## config.mk

```make
export PLATFORM = sky130hd
export DESIGN_NAME = mips_multicycle_control
export DESIGN_NICKNAME = d
export VERILOG_FILES = /design/src/rtl/mips_multicycle_control.sv
export SDC_FILE = /design/constraint.sdc
export NUM_CORES = 1
export LEC_CHECK = 0
export ABC_AREA = 1
export CAP_MARGIN = 20
export CORE_MARGIN = 5
export CORE_UTILIZATION = 46
export CTS_CLUSTER_DIAMETER = 80
export DETAILED_ROUTE_END_ITERATION = 8
export MAX_ROUTING_LAYER = met4
export PLACE_DENSITY_LB_ADDON = 0.05
export SLEW_MARGIN = 25
export SYNTH_ARGS = -nofsm -noshare
export SYNTH_HDL_FRONTEND = slang
export SYNTH_SLANG_ARGS = --single-unit
```

## constraint.sdc

```tcl
create_clock -name i_clk -period 1.8 [get_ports i_clk]
set_input_delay 0.54 -clock i_clk [delete_from_list [all_inputs] [get_ports i_clk]]
set_output_delay 0.54 -clock i_clk [all_outputs]
set_load 0.005 [all_outputs]
```

## src/rtl/mips_multicycle_control.sv

```systemverilog
// Main sequencing FSM for the multicycle MIPS datapath.
// Steps each instruction through FETCH, DECODE, EXEC, MEM and WB, drives the
// datapath strobes and the 2-bit ALU-op class, handles memory wait states,
// a freeze input and HALT, and counts retired instructions.
//
// Ports:
//   i_clk, i_reset      clock, synchronous active-high reset
//   i_start             leave IDLE and begin fetching
//   i_enable            1 = FSM advances, 0 = frozen (strobes forced low)
//   i_opcode            opcode field of the instruction register
//   i_mem_ready         memory completes the current access this cycle
//   o_pc_write .. o_jump  datapath strobes
//   o_aluop             ALU class: 00 LW/SW, 01 BEQ, 10 R-type, 11 I-type ALU
//   o_state             current state (debug)
//   o_halted            HALT reached
//   o_invalid           one-cycle pulse on an unsupported opcode
//   o_retired           retired-instruction count (wraps)
module mips_multicycle_control #(
  parameter int SIZEOP = 6,
  parameter int CNTW   = 32
) (
  input  logic              i_clk,
  input  logic              i_reset,
  input  logic              i_start,
  input  logic              i_enable,
  input  logic [SIZEOP-1:0] i_opcode,
  input  logic              i_mem_ready,
  output logic              o_pc_write,
  output logic              o_ir_write,
  output logic              o_memread,
  output logic              o_memwrite,
  output logic              o_memtoreg,
  output logic              o_regdst,
  output logic              o_alusrc,
  output logic              o_regwrite,
  output logic              o_branch,
  output logic              o_jump,
  output logic [1:0]        o_aluop,
  output logic [2:0]        o_state,
  output logic              o_halted,
  output logic              o_invalid,
  output logic [CNTW-1:0]   o_retired
);

  typedef enum logic [2:0] {
    S_IDLE   = 3'd0,
    S_FETCH  = 3'd1,
    S_DECODE = 3'd2,
    S_EXEC   = 3'd3,
    S_MEM    = 3'd4,
    S_WB     = 3'd5,
    S_HALT   = 3'd6
  } state_t;

  typedef enum logic [2:0] {
    C_R, C_IALU, C_LW, C_SW, C_BEQ, C_J, C_HALT, C_BAD
  } cls_t;

  state_t state, next;
  cls_t   cls, dec_cls;
  logic   retire;

  function automatic cls_t classify(input logic [SIZEOP-1:0] op);
    cls_t c;
    c = C_BAD;
    if (op == SIZEOP'(6'b000000)) c = C_R;
    else if (op == SIZEOP'(6'b001000) || op == SIZEOP'(6'b001100) ||
             op == SIZEOP'(6'b001101) || op == SIZEOP'(6'b001110) ||
             op == SIZEOP'(6'b001111) || op == SIZEOP'(6'b001010)) c = C_IALU;
    else if (op == SIZEOP'(6'b100011)) c = C_LW;
    else if (op == SIZEOP'(6'b101011)) c = C_SW;
    else if (op == SIZEOP'(6'b000100)) c = C_BEQ;
    else if (op == SIZEOP'(6'b000010)) c = C_J;
    else if (op == SIZEOP'(6'b111111)) c = C_HALT;
    return c;
  endfunction

  function automatic logic [1:0] aluop_of(input cls_t c);
    logic [1:0] a;
    a = 2'b00;
    case (c)
      C_R:     a = 2'b10;
      C_IALU:  a = 2'b11;
      C_BEQ:   a = 2'b01;
      default: a = 2'b00;
    endcase
    return a;
  endfunction

  assign dec_cls = classify(i_opcode);

  // State register, latched class and retire counter; everything holds while frozen.
  always_ff @(posedge i_clk) begin
    if (i_reset) begin
      state     <= S_IDLE;
      cls       <= C_BAD;
      o_aluop   <= 2'b00;
      o_retired <= '0;
    end else if (i_enable) begin
      state <= next;
      if (state == S_DECODE) begin
        cls     <= dec_cls;
        o_aluop <= aluop_of(dec_cls);
      end
      if (retire) o_retired <= o_retired + CNTW'(1);
    end
  end

  always_comb begin
    next   = state;
    retire = 1'b0;
    case (state)
      S_IDLE:  if (i_start) next = S_FETCH;
      S_FETCH: if (i_mem_ready) next = S_DECODE;
      S_DECODE: begin
        case (dec_cls)
          C_HALT:      next = S_HALT;
          C_J, C_BAD:  begin next = S_FETCH; retire = 1'b1; end
          default:     next = S_EXEC;
        endcase
      end
      S_EXEC: begin
        case (cls)
          C_BEQ:      begin next = S_FETCH; retire = 1'b1; end
          C_LW, C_SW: next = S_MEM;
          default:    next = S_WB;
        endcase
      end
      S_MEM: begin
        if (i_mem_ready) begin
          if (cls == C_SW) begin
            next   = S_FETCH;
            retire = 1'b1;
          end else begin
            next = S_WB;
          end
        end
      end
      S_WB:    begin next = S_FETCH; retire = 1'b1; end
      S_HALT:  next = S_HALT;
      default: next = S_IDLE;
    endcase
  end

  always_comb begin
    o_pc_write = 1'b0;
    o_ir_write = 1'b0;
    o_memread  = 1'b0;
    o_memwrite = 1'b0;
    o_memtoreg = 1'b0;
    o_regdst   = 1'b0;
    o_alusrc   = 1'b0;
    o_regwrite = 1'b0;
    o_branch   = 1'b0;
    o_jump     = 1'b0;
    o_invalid  = 1'b0;
    case (state)
      S_FETCH: begin
        o_memread = 1'b1;
        if (i_mem_ready) begin
          o_ir_write = 1'b1;
          o_pc_write = 1'b1;
        end
      end
      S_DECODE: begin
        if (dec_cls == C_J) begin
          o_jump     = 1'b1;
          o_pc_write = 1'b1;
        end
        if (dec_cls == C_BAD) o_invalid = 1'b1;
      end
      S_EXEC: begin
        o_alusrc = (cls == C_IALU) || (cls == C_LW) || (cls == C_SW);
        o_branch = (cls == C_BEQ);
      end
      S_MEM: begin
        o_memread  = (cls == C_LW);
        o_memwrite = (cls == C_SW);
      end
      S_WB: begin
        o_regwrite = 1'b1;
        o_memtoreg = (cls == C_LW);
        o_regdst   = (cls == C_R);
      end
      default: ;
    endcase
    // Reset also suppresses strobes so an abandoned instruction never writes.
    if (!i_enable || i_reset) begin
      o_pc_write = 1'b0;
      o_ir_write = 1'b0;
      o_memread  = 1'b0;
      o_memwrite = 1'b0;
      o_memtoreg = 1'b0;
      o_regdst   = 1'b0;
      o_alusrc   = 1'b0;
      o_regwrite = 1'b0;
      o_branch   = 1'b0;
      o_jump     = 1'b0;
      o_invalid  = 1'b0;
    end
  end

  assign o_state  = state;
  assign o_halted = (state == S_HALT);

endmodule

```

==> flow_summary.yaml, run 1 <==
outcome:
  status: "complete, but fails checks"
  violations: "negative setup slack"
final_layout:
  stdcell_count: 640
  final_cell_mix: "nand2_1, buf_4, nor2_1"
  num-nets-final: 579
  post-route-util_pct: 87.1
  syn2layout_area_growth_pct: 81.2
  seq_area_um2: 863
  n_fill_cell: 285
  diodes: 0
  drive_gt1_share_pct: 45.6
  multiInputGateArea_um2: 2120
  final_common_cell: "nand2_1"
sta:
  finalHoldViolCount: 0
  max_freq_ghz: 0.500
  finalMaxSlewViolations: 0
  layout_setup_ws_ns: -0.200
  relSlewSlack_pct: 68.0
  worstMarginPinSlew_ns: 0.480
  fin_skew_ns: 0.00806
  rsz0062_at_grt: "yes"
  period_share_pct: 111
  min_period_ns: 2.00
  fin_hold_ws_ns: 0.504
  setup_tns_ns: -4.05
  setup_viol: 43
flow_run:
  drv_cap: 0
floorplan:
  rows: 27
  dieArea_um2: 7490
  io_pins: 60
  fp.dieH_um: 86.5
  core_um2: 5610
  start_util_pct: 48.1
  die_w_um: 86.5
placed_design:
  dpl_worst_slack_ns: -0.972
  numPortBuffers: 59
  dp_cells: 592
  post-dp-hpwl_mm: 6.06
  gp_congestion: 0.909
drt:
  dr.pass1.iters: 6
  drt-total-wl_mm: 12.6
  drtAntennaViolNets: 0
  dr_total_vias: 3817
  wire_per_inst_um: 19.8
  drtIter0Drc: 385
  drc: 0
  vias_per_cell: 5.96
logic_synthesis:
  synthCells: 423
  seq_area_frac_synth_pct: 29.7
  yosysUniqueCellTypes: 32
  yosys_warnings: 0
  syn-num-nets: 435
  synth.area.top_cells: "dfxtp_1, nand2_1, nand3_1, a21oi_1, nor2_1"
  yosys_register_bits: 40
  synth_top_area_share_pct: 29.7
  synth_area_um2: 2700
  synth_area_per_cell_um2: 6.37
  synth_top_cell_by_area: "dfxtp_1"
setup_path:
  path_max_fanout: 6
  worst-path-stages: 7
  end_kind: "primary output"
  cp-start-kind: "flip-flop"
  critPathSlowestCell: "dfxtp_4"
  rr_worst_depth: 12
  cpPeakStageDelay_ns: 0.40
  cp_top_family: "flip-flops"
  worst-path-buf-inv: 3
  critPathKind: "flip-flop to primary output"
  arrival_ns: 1.46
  cp.required_ns: 1.26
  worstPathCellList: "buf_6 -> nor2_4 -> nand2_4 -> inv_2 -> a31oi_1 -> nor2_1 -> buf_2"
clock_network:
  root_buffer: "clkbuf_8"
  ctsHtreeMaxLevel: 2
  numClockSinks: 40
  clkTransAtPathRegs_ns: 0.09
  clock_latency_ns: 0.31
  clockBufferDepth: 2
  cts_tree: "yes"
  postCtsHoldBufs: 0
  cts_inserted_buffers: 5
global_route:
  antenna_found_initial: 0
  grt_overflow: 0
  grt_max_degree: 36
  grt_use_total_pct: 28.7
  grt_pass1_wl_mm: 16.5
  grt_pass1_vias: 3509
power:
  max-vdd-ir-drop_mv: 0.300
  p_per_area_nw_per_um2: 455
  cellLeakagePower_nw: 2.01
min_path:
  min_path_cells: 2
  hold_class: "flip-flop to flip-flop"
==> what timing repair did <==
| item | in CTS | in global routing |
|---|---|---|
| gates resized for setup | 171 | 123 |
| cloned | 6 | 3 |
| pin swaps | 23 | 43 |
| setup buffers | 24 | 14 |
| endpoints found under the setup margin | 66 | 58 |
==> cells in the mapped netlist <==
cell type,count
nor2_1,49
nand4_1,3
inv_1,31
buf_4,3
inv_2,3
o21ai_4,1
buf_6,3
o211ai_1,2
nor2_2,5
nor3_2,1
nand2_1,119
nor3b_1,1
o221ai_1,2
a31oi_1,3
o22ai_1,1
nand2_2,1
nor4_1,1
nand2_4,2
and3_1,1
dfxtp_1,40
nand3_1,46
nand3b_1,3
nor3_1,16
ha_1,1
a21oi_1,37
clkbuf_1,4
o21ai_0,6
xor2_1,20
nor2_4,1
buf_2,5
nand3_2,4
xnor2_1,8
==> path summary, 6_finish.rpt <==
check,start,end,slack [ns]
setup / recovery,o_state[1],o_memread,-0.20
hold / removal,o_retired[30],o_retired[30],0.50
setup reg to reg,o_state[1],o_retired[18],-0.13
hold reg to reg,o_retired[30],o_retired[30],0.50
==> area by class of cell <==
class / instances / area share, %
clock inverters: 3 / 0.871
repair buffers: 152 / 31.9
well taps: 72 / 1.84
clock buffers: 5 / 1.41
inverters: 34 / 2.97
flip-flops and latches: 40 / 17.7
multi-input cells: 334 / 43.4
==> sequential cells by signal, summed over array words and instances (netlist names) <==
register / flops
cls: 3
o_aluop: 2
o_retired: 32
o_state: 3
==> logic make-up (layout without fill, tap and decap cells) <==
group | count (synthesis) | after routing | synth area share, %
xor+xnor | 28 | 28 | 9.10
flops | 40 | 40 | 29.7
compound gates | 52 | 52 | 10.7
buf+inv | 49 | 194 | 8.31
simple gates | 253 | 253 | 41.7
fa+ha+maj | 1 | 1 | 0.464
==> metal layers <==
layer / wire length (µm) / track usage [%]
met1: 4490 / 30.2
met2: 6280 / 51.0
met3: 1080 / 4.47
met4: 795 / 15.4
met5: 0 / -
==> power breakdown <==
part           switching [W]  internal, W
clock               0.000355     0.000411
sequential         0.0000215     0.000892
combinational       0.000276     0.000265
total               0.000653      0.00157
==> through the flow <==
stage	cell area (µm²)	power, W
floorplan	2700	0.00108
global placement	3720	0.00125
detailed placement	3720	0.00125
CTS	4360	0.00211
global route	4880	0.00229
finish	4880	0.00222
==> worst register-to-register path: stages, from the launching register on <==
cell and delay (ns):
dfxtp_4 0.40, buf_6 0.14, nor2_4 0.13, nand2_4 0.09
buf_4 0.15, buf_6 0.11, nor3_4 0.14, o21ai_4 0.12
nand2_8 0.13, buf_12 0.11, buf_16 0.12, nand2_1 0.06
a21oi_1 0.16
(Power assumes the default switching activity.)
==> run 2, diff against run 1 <==
--- a/config.mk
+++ b/config.mk
@@ -6,7 +6,6 @@
 export NUM_CORES = 1
 export LEC_CHECK = 0
 export ABC_AREA = 1
-export CAP_MARGIN = 20
 export CORE_MARGIN = 5
 export CORE_UTILIZATION = 46
 export CTS_CLUSTER_DIAMETER = 80
==> results of run 2 <==
Final layout, timing and power as in run 1 (identical DEF).
